<file path="src/rtl/mips_isa_pkg.sv">
// Shared MIPS ISA constants, the symbolic instruction-kind enum and encoder error codes.
// Opcode/funct values match the control decoder so both sides agree on the instruction set.
package mips_isa_pkg;

    localparam logic [5:0] OP_RTYPE = 6'h00;
    localparam logic [5:0] OP_J     = 6'h02;
    localparam logic [5:0] OP_JAL   = 6'h03;
    localparam logic [5:0] OP_BEQ   = 6'h04;
    localparam logic [5:0] OP_BNE   = 6'h05;
    localparam logic [5:0] OP_ADDI  = 6'h08;
    localparam logic [5:0] OP_ADDIU = 6'h09;
    localparam logic [5:0] OP_SLTI  = 6'h0A;
    localparam logic [5:0] OP_SLTIU = 6'h0B;
    localparam logic [5:0] OP_ANDI  = 6'h0C;
    localparam logic [5:0] OP_ORI   = 6'h0D;
    localparam logic [5:0] OP_XORI  = 6'h0E;
    localparam logic [5:0] OP_LUI   = 6'h0F;
    localparam logic [5:0] OP_LW    = 6'h23;
    localparam logic [5:0] OP_SW    = 6'h2B;

    localparam logic [5:0] FN_ADD  = 6'h20;
    localparam logic [5:0] FN_ADDU = 6'h21;
    localparam logic [5:0] FN_SUB  = 6'h22;
    localparam logic [5:0] FN_SUBU = 6'h23;
    localparam logic [5:0] FN_AND  = 6'h24;
    localparam logic [5:0] FN_OR   = 6'h25;
    localparam logic [5:0] FN_XOR  = 6'h26;
    localparam logic [5:0] FN_NOR  = 6'h27;
    localparam logic [5:0] FN_SLT  = 6'h2A;
    localparam logic [5:0] FN_SLTU = 6'h2B;

    // Codes 24..31 are unknown kinds.
    typedef enum logic [4:0] {
        K_ADD  = 5'd0,  K_ADDU  = 5'd1,  K_SUB   = 5'd2,  K_SUBU = 5'd3,
        K_AND  = 5'd4,  K_OR    = 5'd5,  K_XOR   = 5'd6,  K_NOR  = 5'd7,
        K_SLT  = 5'd8,  K_SLTU  = 5'd9,  K_ADDI  = 5'd10, K_ADDIU = 5'd11,
        K_SLTI = 5'd12, K_SLTIU = 5'd13, K_ANDI  = 5'd14, K_ORI  = 5'd15,
        K_XORI = 5'd16, K_LUI   = 5'd17, K_LW    = 5'd18, K_SW   = 5'd19,
        K_BEQ  = 5'd20, K_BNE   = 5'd21, K_J     = 5'd22, K_JAL  = 5'd23
    } instr_kind_t;

    localparam logic [1:0] ERR_KIND     = 2'd0;
    localparam logic [1:0] ERR_BRANCH   = 2'd1;
    localparam logic [1:0] ERR_JUMP     = 2'd2;
    localparam logic [1:0] ERR_OVERFLOW = 2'd3;

    function automatic logic [31:0] enc_r(input logic [4:0] rs, input logic [4:0] rt,
                                          input logic [4:0] rd, input logic [5:0] fn);
        return {OP_RTYPE, rs, rt, rd, 5'h00, fn};
    endfunction

    function automatic logic [31:0] enc_i(input logic [5:0] op, input logic [4:0] rs,
                                          input logic [4:0] rt, input logic [15:0] imm);
        return {op, rs, rt, imm};
    endfunction

endpackage

</file>
<file path="src/rtl/mips_instr_encoder_if.sv">
// Request and output streams of the instruction encoder.
// slave is the encoder side; master is the requester / memory-loader side.
interface mips_instr_encoder_if;
    logic        req_valid;
    logic        req_ready;
    logic [4:0]  req_kind;
    logic [4:0]  req_rs;
    logic [4:0]  req_rt;
    logic [4:0]  req_rd;
    logic [15:0] req_imm;
    logic [31:0] req_target;
    logic        out_valid;
    logic        out_ready;
    logic [31:0] out_addr;
    logic [31:0] out_word;

    modport slave (
        input  req_valid, req_kind, req_rs, req_rt, req_rd, req_imm, req_target, out_ready,
        output req_ready, out_valid, out_addr, out_word
    );

    modport master (
        output req_valid, req_kind, req_rs, req_rt, req_rd, req_imm, req_target, out_ready,
        input  req_ready, out_valid, out_addr, out_word
    );
endinterface

</file>
<file path="src/rtl/mips_instr_pack.sv">
// Combinational packer: one symbolic request at a given pc -> 32-bit MIPS word,
// or an error code when the kind is unknown or a branch/jump target is unreachable.
module mips_instr_pack
    import mips_isa_pkg::*;
(
    input  logic [4:0]  kind,
    input  logic [4:0]  rs,
    input  logic [4:0]  rt,
    input  logic [4:0]  rd,
    input  logic [15:0] imm,
    input  logic [31:0] target,
    input  logic [31:0] pc,
    output logic [31:0] word,
    output logic        err,
    output logic [1:0]  err_code
);
    logic [31:0]        pc4;
    logic signed [32:0] diff;
    logic signed [32:0] off;
    logic               br_ok;
    logic               j_ok;

    // 33-bit signed difference so that any pair of 32-bit addresses is exact.
    always_comb begin
        pc4   = pc + 32'd4;
        diff  = $signed({1'b0, target}) - $signed({1'b0, pc4});
        off   = diff >>> 2;
        br_ok = (target[1:0] == 2'b00) && ((off[32:15] == '0) || (off[32:15] == '1));
        j_ok  = (target[1:0] == 2'b00) && (target[31:28] == pc4[31:28]);
    end

    always_comb begin
        word     = '0;
        err      = 1'b0;
        err_code = ERR_KIND;
        case (kind)
            K_ADD:   word = enc_r(rs, rt, rd, FN_ADD);
            K_ADDU:  word = enc_r(rs, rt, rd, FN_ADDU);
            K_SUB:   word = enc_r(rs, rt, rd, FN_SUB);
            K_SUBU:  word = enc_r(rs, rt, rd, FN_SUBU);
            K_AND:   word = enc_r(rs, rt, rd, FN_AND);
            K_OR:    word = enc_r(rs, rt, rd, FN_OR);
            K_XOR:   word = enc_r(rs, rt, rd, FN_XOR);
            K_NOR:   word = enc_r(rs, rt, rd, FN_NOR);
            K_SLT:   word = enc_r(rs, rt, rd, FN_SLT);
            K_SLTU:  word = enc_r(rs, rt, rd, FN_SLTU);
            K_ADDI:  word = enc_i(OP_ADDI, rs, rt, imm);
            K_ADDIU: word = enc_i(OP_ADDIU, rs, rt, imm);
            K_SLTI:  word = enc_i(OP_SLTI, rs, rt, imm);
            K_SLTIU: word = enc_i(OP_SLTIU, rs, rt, imm);
            K_ANDI:  word = enc_i(OP_ANDI, rs, rt, imm);
            K_ORI:   word = enc_i(OP_ORI, rs, rt, imm);
            K_XORI:  word = enc_i(OP_XORI, rs, rt, imm);
            K_LUI:   word = enc_i(OP_LUI, 5'd0, rt, imm);
            K_LW:    word = enc_i(OP_LW, rs, rt, imm);
            K_SW:    word = enc_i(OP_SW, rs, rt, imm);
            K_BEQ, K_BNE: begin
                word = enc_i((kind == K_BEQ) ? OP_BEQ : OP_BNE, rs, rt, off[15:0]);
                if (!br_ok) begin
                    err      = 1'b1;
                    err_code = ERR_BRANCH;
                end
            end
            K_J, K_JAL: begin
                word = {(kind == K_J) ? OP_J : OP_JAL, target[27:2]};
                if (!j_ok) begin
                    err      = 1'b1;
                    err_code = ERR_JUMP;
                end
            end
            default: begin
                err      = 1'b1;
                err_code = ERR_KIND;
            end
        endcase
    end
endmodule

</file>
<file path="src/rtl/mips_instr_encoder.sv">
// Sequential MIPS program builder: accepts symbolic requests and streams {addr, word}
// pairs at a running PC, with overflow and encoding errors latched until the next start.
module mips_instr_encoder
    import mips_isa_pkg::*;
#(
    parameter logic [31:0] BASE_ADDR = 32'h0000_3000,
    parameter int unsigned MAX_WORDS = 1024,
    localparam int unsigned WCW      = $clog2(MAX_WORDS + 1)
) (
    input  logic                  clk,
    input  logic                  rst,
    input  logic                  start,
    input  logic                  finish,
    mips_instr_encoder_if.slave   bus,
    output logic                  busy,
    output logic                  done,
    output logic                  err,
    output logic [1:0]            err_code,
    output logic [WCW-1:0]        word_count
);
    typedef enum logic [1:0] {S_IDLE, S_RUN, S_DONE} state_t;

    state_t      state, state_n;
    logic        finish_pending, finish_pending_n;
    logic [31:0] pc;
    logic        out_valid;
    logic [31:0] out_addr, out_word;
    logic        req_ready, accept, overflow, acc_err, emit;
    logic [1:0]  acc_code;
    logic [31:0] pack_word;
    logic        pack_err;
    logic [1:0]  pack_code;

    mips_instr_pack u_pack (
        .kind     (bus.req_kind),
        .rs       (bus.req_rs),
        .rt       (bus.req_rt),
        .rd       (bus.req_rd),
        .imm      (bus.req_imm),
        .target   (bus.req_target),
        .pc       (pc),
        .word     (pack_word),
        .err      (pack_err),
        .err_code (pack_code)
    );

    // Capacity overflow outranks any encoding error of the same request.
    always_comb begin
        req_ready = (state == S_RUN) && !finish_pending && (!out_valid || bus.out_ready);
        accept    = bus.req_valid && req_ready;
        overflow  = (word_count == WCW'(MAX_WORDS));
        acc_err   = accept && (overflow || pack_err);
        acc_code  = overflow ? ERR_OVERFLOW : pack_code;
        emit      = accept && !acc_err;
    end

    always_comb begin
        state_n          = state;
        finish_pending_n = finish_pending;
        case (state)
            S_IDLE, S_DONE: begin
                if (start) begin
                    state_n          = S_RUN;
                    finish_pending_n = 1'b0;
                end
            end
            S_RUN: begin
                if (acc_err) begin
                    state_n          = S_DONE;
                    finish_pending_n = 1'b0;
                end else if (finish || finish_pending) begin
                    // Wait for the last word (including one accepted right now) to drain.
                    if (emit || (out_valid && !bus.out_ready)) begin
                        finish_pending_n = 1'b1;
                    end else begin
                        state_n          = S_DONE;
                        finish_pending_n = 1'b0;
                    end
                end
            end
            default: state_n = S_IDLE;
        endcase
    end

    always_ff @(posedge clk) begin
        if (rst) state <= S_IDLE;
        else     state <= state_n;
    end

    always_ff @(posedge clk) begin
        if (rst) begin
            finish_pending <= 1'b0;
            busy           <= 1'b0;
            done           <= 1'b0;
            err            <= 1'b0;
            err_code       <= '0;
            word_count     <= '0;
            pc             <= BASE_ADDR;
            out_valid      <= 1'b0;
            out_addr       <= '0;
            out_word       <= '0;
        end else begin
            finish_pending <= finish_pending_n;
            busy           <= (state_n == S_RUN);
            done           <= (state_n == S_DONE);
            if ((state != S_RUN) && start) begin
                pc         <= BASE_ADDR;
                word_count <= '0;
                err        <= 1'b0;
                err_code   <= '0;
            end
            if (emit) begin
                pc         <= pc + 32'd4;
                word_count <= word_count + 1'b1;
            end
            if (acc_err && !err) begin
                err      <= 1'b1;
                err_code <= acc_code;
            end
            if (emit) begin
                out_valid <= 1'b1;
                out_addr  <= pc;
                out_word  <= pack_word;
            end else if (bus.out_ready) begin
                out_valid <= 1'b0;
            end
        end
    end

    assign bus.req_ready = req_ready;
    assign bus.out_valid = out_valid;
    assign bus.out_addr  = out_addr;
    assign bus.out_word  = out_word;
endmodule

</file>
<file path="src/flat_wrapper.sv">
// flat-port wrapper written by rule: the top's interface ports become plain ports
module mips_instr_encoder_flat import mips_isa_pkg::*;
#(
    parameter logic [31:0] BASE_ADDR = 32'h0000_3000,
    parameter int unsigned MAX_WORDS = 1024,
    localparam int unsigned WCW      = $clog2(MAX_WORDS + 1)
)
  (clk, rst, start, finish, busy, done, err, err_code, word_count, bus_req_valid, bus_req_kind, bus_req_rs, bus_req_rt, bus_req_rd, bus_req_imm, bus_req_target, bus_out_ready, bus_req_ready, bus_out_valid, bus_out_addr, bus_out_word);
  mips_instr_encoder_if bus_i ();
  input  logic clk;
  input  logic rst;
  input  logic start;
  input  logic finish;
  output logic busy;
  output logic done;
  output logic err;
  output logic [1:0] err_code;
  output logic [WCW-1:0] word_count;
  input wire logic [$bits(bus_i.req_valid)-1:0] bus_req_valid;
  input wire logic [$bits(bus_i.req_kind)-1:0] bus_req_kind;
  input wire logic [$bits(bus_i.req_rs)-1:0] bus_req_rs;
  input wire logic [$bits(bus_i.req_rt)-1:0] bus_req_rt;
  input wire logic [$bits(bus_i.req_rd)-1:0] bus_req_rd;
  input wire logic [$bits(bus_i.req_imm)-1:0] bus_req_imm;
  input wire logic [$bits(bus_i.req_target)-1:0] bus_req_target;
  input wire logic [$bits(bus_i.out_ready)-1:0] bus_out_ready;
  output wire logic [$bits(bus_i.req_ready)-1:0] bus_req_ready;
  output wire logic [$bits(bus_i.out_valid)-1:0] bus_out_valid;
  output wire logic [$bits(bus_i.out_addr)-1:0] bus_out_addr;
  output wire logic [$bits(bus_i.out_word)-1:0] bus_out_word;
  assign bus_i.req_valid = bus_req_valid;
  assign bus_i.req_kind = bus_req_kind;
  assign bus_i.req_rs = bus_req_rs;
  assign bus_i.req_rt = bus_req_rt;
  assign bus_i.req_rd = bus_req_rd;
  assign bus_i.req_imm = bus_req_imm;
  assign bus_i.req_target = bus_req_target;
  assign bus_i.out_ready = bus_out_ready;
  assign bus_req_ready = bus_i.req_ready;
  assign bus_out_valid = bus_i.out_valid;
  assign bus_out_addr = bus_i.out_addr;
  assign bus_out_word = bus_i.out_word;
  mips_instr_encoder #(.BASE_ADDR(BASE_ADDR), .MAX_WORDS(MAX_WORDS)) u_core (.clk(clk), .rst(rst), .start(start), .finish(finish), .bus(bus_i), .busy(busy), .done(done), .err(err), .err_code(err_code), .word_count(word_count));
endmodule
</file>
<file path="config.mk">
export PLATFORM = sky130hd
export DESIGN_NAME = mips_instr_encoder_flat
export DESIGN_NICKNAME = d
export VERILOG_FILES = /design/src/rtl/mips_isa_pkg.sv /design/src/rtl/mips_instr_encoder_if.sv /design/src/rtl/mips_instr_pack.sv /design/src/rtl/mips_instr_encoder.sv /design/src/flat_wrapper.sv
export SDC_FILE = /design/constraint.sdc
export NUM_CORES = 1
export LEC_CHECK = 0
export CORE_MARGIN = 2
export CORE_UTILIZATION = 35
export CTS_BUF_LIST = sky130_fd_sc_hd__clkbuf_4 sky130_fd_sc_hd__clkbuf_8
export CTS_CLUSTER_SIZE = 14
export DETAILED_ROUTE_END_ITERATION = 8
export GPL_TIMING_DRIVEN = 0
export PLACE_DENSITY = 0.63
export SLEW_MARGIN = 0
export SYNTH_ARGS = -nofsm -noshare
export SYNTH_HDL_FRONTEND = slang
export SYNTH_SLANG_ARGS = --single-unit
</file>
<file path="constraint.sdc">
create_clock -name clk -period 8.5 [get_ports clk]
set_clock_uncertainty 0.2 [all_clocks]
set_input_delay 2.55 -clock clk [delete_from_list [all_inputs] [get_ports clk]]
set_output_delay 2.55 -clock clk [all_outputs]
set_load 0.02 [all_outputs]
</file>
==> summary.md <==
| Metric | Value |
|---|---|
| Final wirelength | 26.7 mm |
| Syn avg cell area | 7.86 um2 |
| Die ar. | 0.0231 mm2 |
| Post-synth cell types | 78 |
| Final worst setup slack | 1330 ps |
| Area after DPL | 0.00952 mm2 |
| Worst Setup Slack post-DPL | 1140 ps |
| Slowest Stage Delay on Critical Path | 740 ps |
| Yosys reg bits | 111 |
| Status | complete, no violations |
| Initial antenna violation count | 1 |
| Warnings from Yosys | 0 |
| Worst-case clock buffer depth | 2 |
| Clk pwr share | 0.305 |
| Chip width | 152 um |
| Synthesized area | 0.00766 mm2 |
| Number of buffers created by CTS | 9 |
| Pwr Density | 120 mW/mm2 |
| Worst VDD drop | 0.0759 mV |
| H-tree Lvls | 3 |
| Met3 usage | 0.0314 |
| Max_slew headroom | 0.190 |
| Share of cells above drive strength 1 | 0.0682 |
| I/O Buffers | 150 |
| Postcts setup bufs | 0 |
| Synth async-reset ratio | 0 |
| Placed cells | 1407 |
| Largest net degree at the start of global routing | 23 |
| Most used routing layer | met2 |
| Fmax | 0.139 GHz |
| Worst-Skew Late Latency | 420 ps |
| Initial cell density of the core | 0.353 |
| Max_cap viols | 0 |
| CP required | 8650 ps |
| Clk root buf | clkbuf_8 |
| Layout net count | 1245 |
| Part of the power in registers | 0.461 |
| FP Rows | 54 |
| Setup TNS | 0 ps |
| RSZ-0062 raised after global routing | false |
| Grt ovf | 0 |
| Final setup viols | 0 |
| Sink Count | 111 |
| Crit Path Class | reg2reg |
| Die Y | 152 um |
| Hold WC Path Type | reg2reg |
| Core ar. | 0.0217 mm2 |
| Final Hold Fails | 0 |
| FF-to-FF Start | u_core.pc[2]$_SDFFE_PP0P_ |
| Crit. Startpoint | u_core.pc[2]$_SDFFE_PP0P_ |
| Combinational group share of total power | 0.235 |
| Startpoint types | register |
| Non-filler cells in the finished layout | 1423 |
| IO Count | 156 |
| Worst-margin pin slew | 1210 ps |
| Max Fanout on Critical Path | 10 |
| First-pass detailed-route iteration total | 7 |
| # fillers | 2211 |
| Placer Congestion | 0.937 |
| First-pass GRT wire length | 41.4 mm |
| Slowest-stage cell, CP | a2111oi_0 |
| Clk slew on worst S/H paths | 140 ps |
| Diode count | 0 |
| Crit path DAT | 7320 ps |
| Sequential fraction of the synthesis area | 0.290 |
| Final Critical Period | 7170 ps |
| Multi-input logic area | 0.00501 mm2 |
| Hold Buf Count CTS | 0 |
| Drt drc | 0 |
| Hold_sp | u_core.err_code[0]$_SDFFE_PP0P_ |
| Slew Viols, Final | 0 |
| Area growth from synthesis to layout | 27.0% |
| Vias per cell | 5.59 |
| Final Cycle Share | 0.844 |
| CTS resizes | 0 |
| Crit path buffers/inverters | 6 |
| First-iteration detailed-routing DRC count | 617 |
| Register area | 0.00222 mm2 |
| Post-DRT Antenna Nets | 0 |
| Sw power | 0.400 mW |
| Switching Share | 0.344 |
| Ys flop type | dfxtp_1 |
| Met2 GRT Util | 0.362 |
| Vias | 7960 |
| Gr usage total | 0.226 |
| Leakage | 3.38 nW |
| Crit end category | register |
| Met1 GRT Util | 0.313 |
| Post-synth EDFFs | 0 |
| CTS tree | yes |
| Delay-heaviest family, CP | simple AND/OR/NAND/NOR gates |
| Vias in the first global route | 7384 |
| Post-Synthesis Cells | 975 |
| Internal power | 0.764 mW |
| Fin area | 0.00973 mm2 |
| HPWL Detailed | 20.9 mm |
| Avg WL per Cell | 18.8 um |
-- tightest hold or removal path: stages, from the launching register on --
cell and delay [ps]:
dfxtp_1 330, nand3_1 70, a21oi_1 50
-- stage by stage --
step / util / power [mW] / hold WS [ps]
2_1_floorplan: - / 0.707 / 305
3_3_place_gp: 0.439 / 0.817 / 255
3_5_place_dp: 0.439 / 0.817 / 267
4_1_cts: 0.449 / 1.17 / 284
5_1_grt: 0.449 / 1.21 / 317
6_report: 0.449 / 1.16 / 287
-- cell type report --
cell class                 instances  area share
tap                              280      0.0360
multi-input combinational        782       0.515
sequential                       111       0.228
inverter                          18     0.00694
clock buffer                       9      0.0127
buffer                            66      0.0382
timing repair buffer             150       0.154
clock inverter                     7     0.00874
-- state kept, by name, indices dropped and copies added, names as in the netlist --
name and count:
u_core.finish_pending 1, u_core.err 1, u_core.bus.out_addr 30, u_core.err_code 2, u_core.pc 30, u_core.busy 1
u_core.word_count 11, u_core.state 2, u_core.done 1, u_core.bus.out_word 31, u_core.bus.out_valid 1
-- cells in the final DEF (no fill, tap or decap), types with 19 or more instances in the layout --
master and count:
clkbuf_1 33, nor3_1 20, mux2i_1 34, nand2_1 99
a211oi_1 29, nand3_1 30, nor2_1 133, o21ai_0 56
a21oi_1 50, clkdlybuf4s50_1 150, xnor2_1 24, dfxtp_1 111
ha_1 33, and3_1 19, xor2_1 20
-- power by group through the flow --
| stage | Sequential [mW] | Clock [mW] | Combinational, mW |
|---|---|---|---|
| after floorplan | 0.558 | 0 | 0.149 |
| after global placement | 0.548 | 0 | 0.269 |
| after detailed placement | 0.548 | 0 | 0.270 |
| after CTS | 0.536 | 0.360 | 0.271 |
| after global routing | 0.538 | 0.375 | 0.295 |
| final | 0.536 | 0.355 | 0.273 |
-- Yosys cell counts, types with 5 or more instances --
cell,number,area (um2)
a22oi_1,13,97.6
a21o_1,7,52.6
ha_1,33,413
xor2_1,20,175
o21ai_1,13,65.1
and3_1,19,119
dfxtp_1,111,2220
and4_1,8,70.1
inv_1,16,60.1
nor4_1,7,43.8
mux2i_1,34,340
nand3_1,30,150
nand2b_1,8,50.1
nor3b_1,14,105
o211ai_1,15,113
and2_1,7,43.8
nor3_1,20,100
buf_6,12,135
nand2_1,99,372
clkbuf_1,33,124
mux2_1,10,113
buf_2,16,80.1
nor2_1,133,499
xnor2_1,24,210
a222oi_1,11,110
a21oi_1,50,250
or3_1,5,31.3
o21a_1,9,67.6
o21ai_0,56,280
o211a_1,5,50.1
mux2_2,10,113
nand4_1,16,100
a211oi_1,29,218
a31oi_1,7,43.8
-- path summary, 6_finish.rpt --
path | endpoint | slack [ps] | depth (start not counted)
worst max-delay path | u_core.pc[29]$_SDFFE_PP0P_ | 1330 | 27
worst min-delay path | u_core.err_code[0]$_SDFFE_PP0P_ | 290 | 2
worst max register to register | u_core.pc[29]$_SDFFE_PP0P_ | 1330 | 27
worst min register to register | u_core.err_code[0]$_SDFFE_PP0P_ | 290 | 2
-- layer usage --
metal | up-vias | share of wire
li1 | 3909 | -
met1 | 3728 | 0.46
met2 | 284 | 0.45
met3 | 39 | 0.065
met4 | 0 | 0.023
met5 | - | 0
-- cell families (layout without fill, tap and decap cells) --
kind of cell,count (synthesis),in the layout,synth area share
adders and majority gates,33,33,0.0539
and+or+nand+nor,383,383,0.237
other,1,3,0.000489
DFF,111,111,0.290
xor gates and xnor gates,44,44,0.0503
AOI/OAI and AO/OA,265,265,0.237
buffers and inverters,84,250,0.0573
muxes,54,54,0.0738
Power figures use the tool's default switching activity.
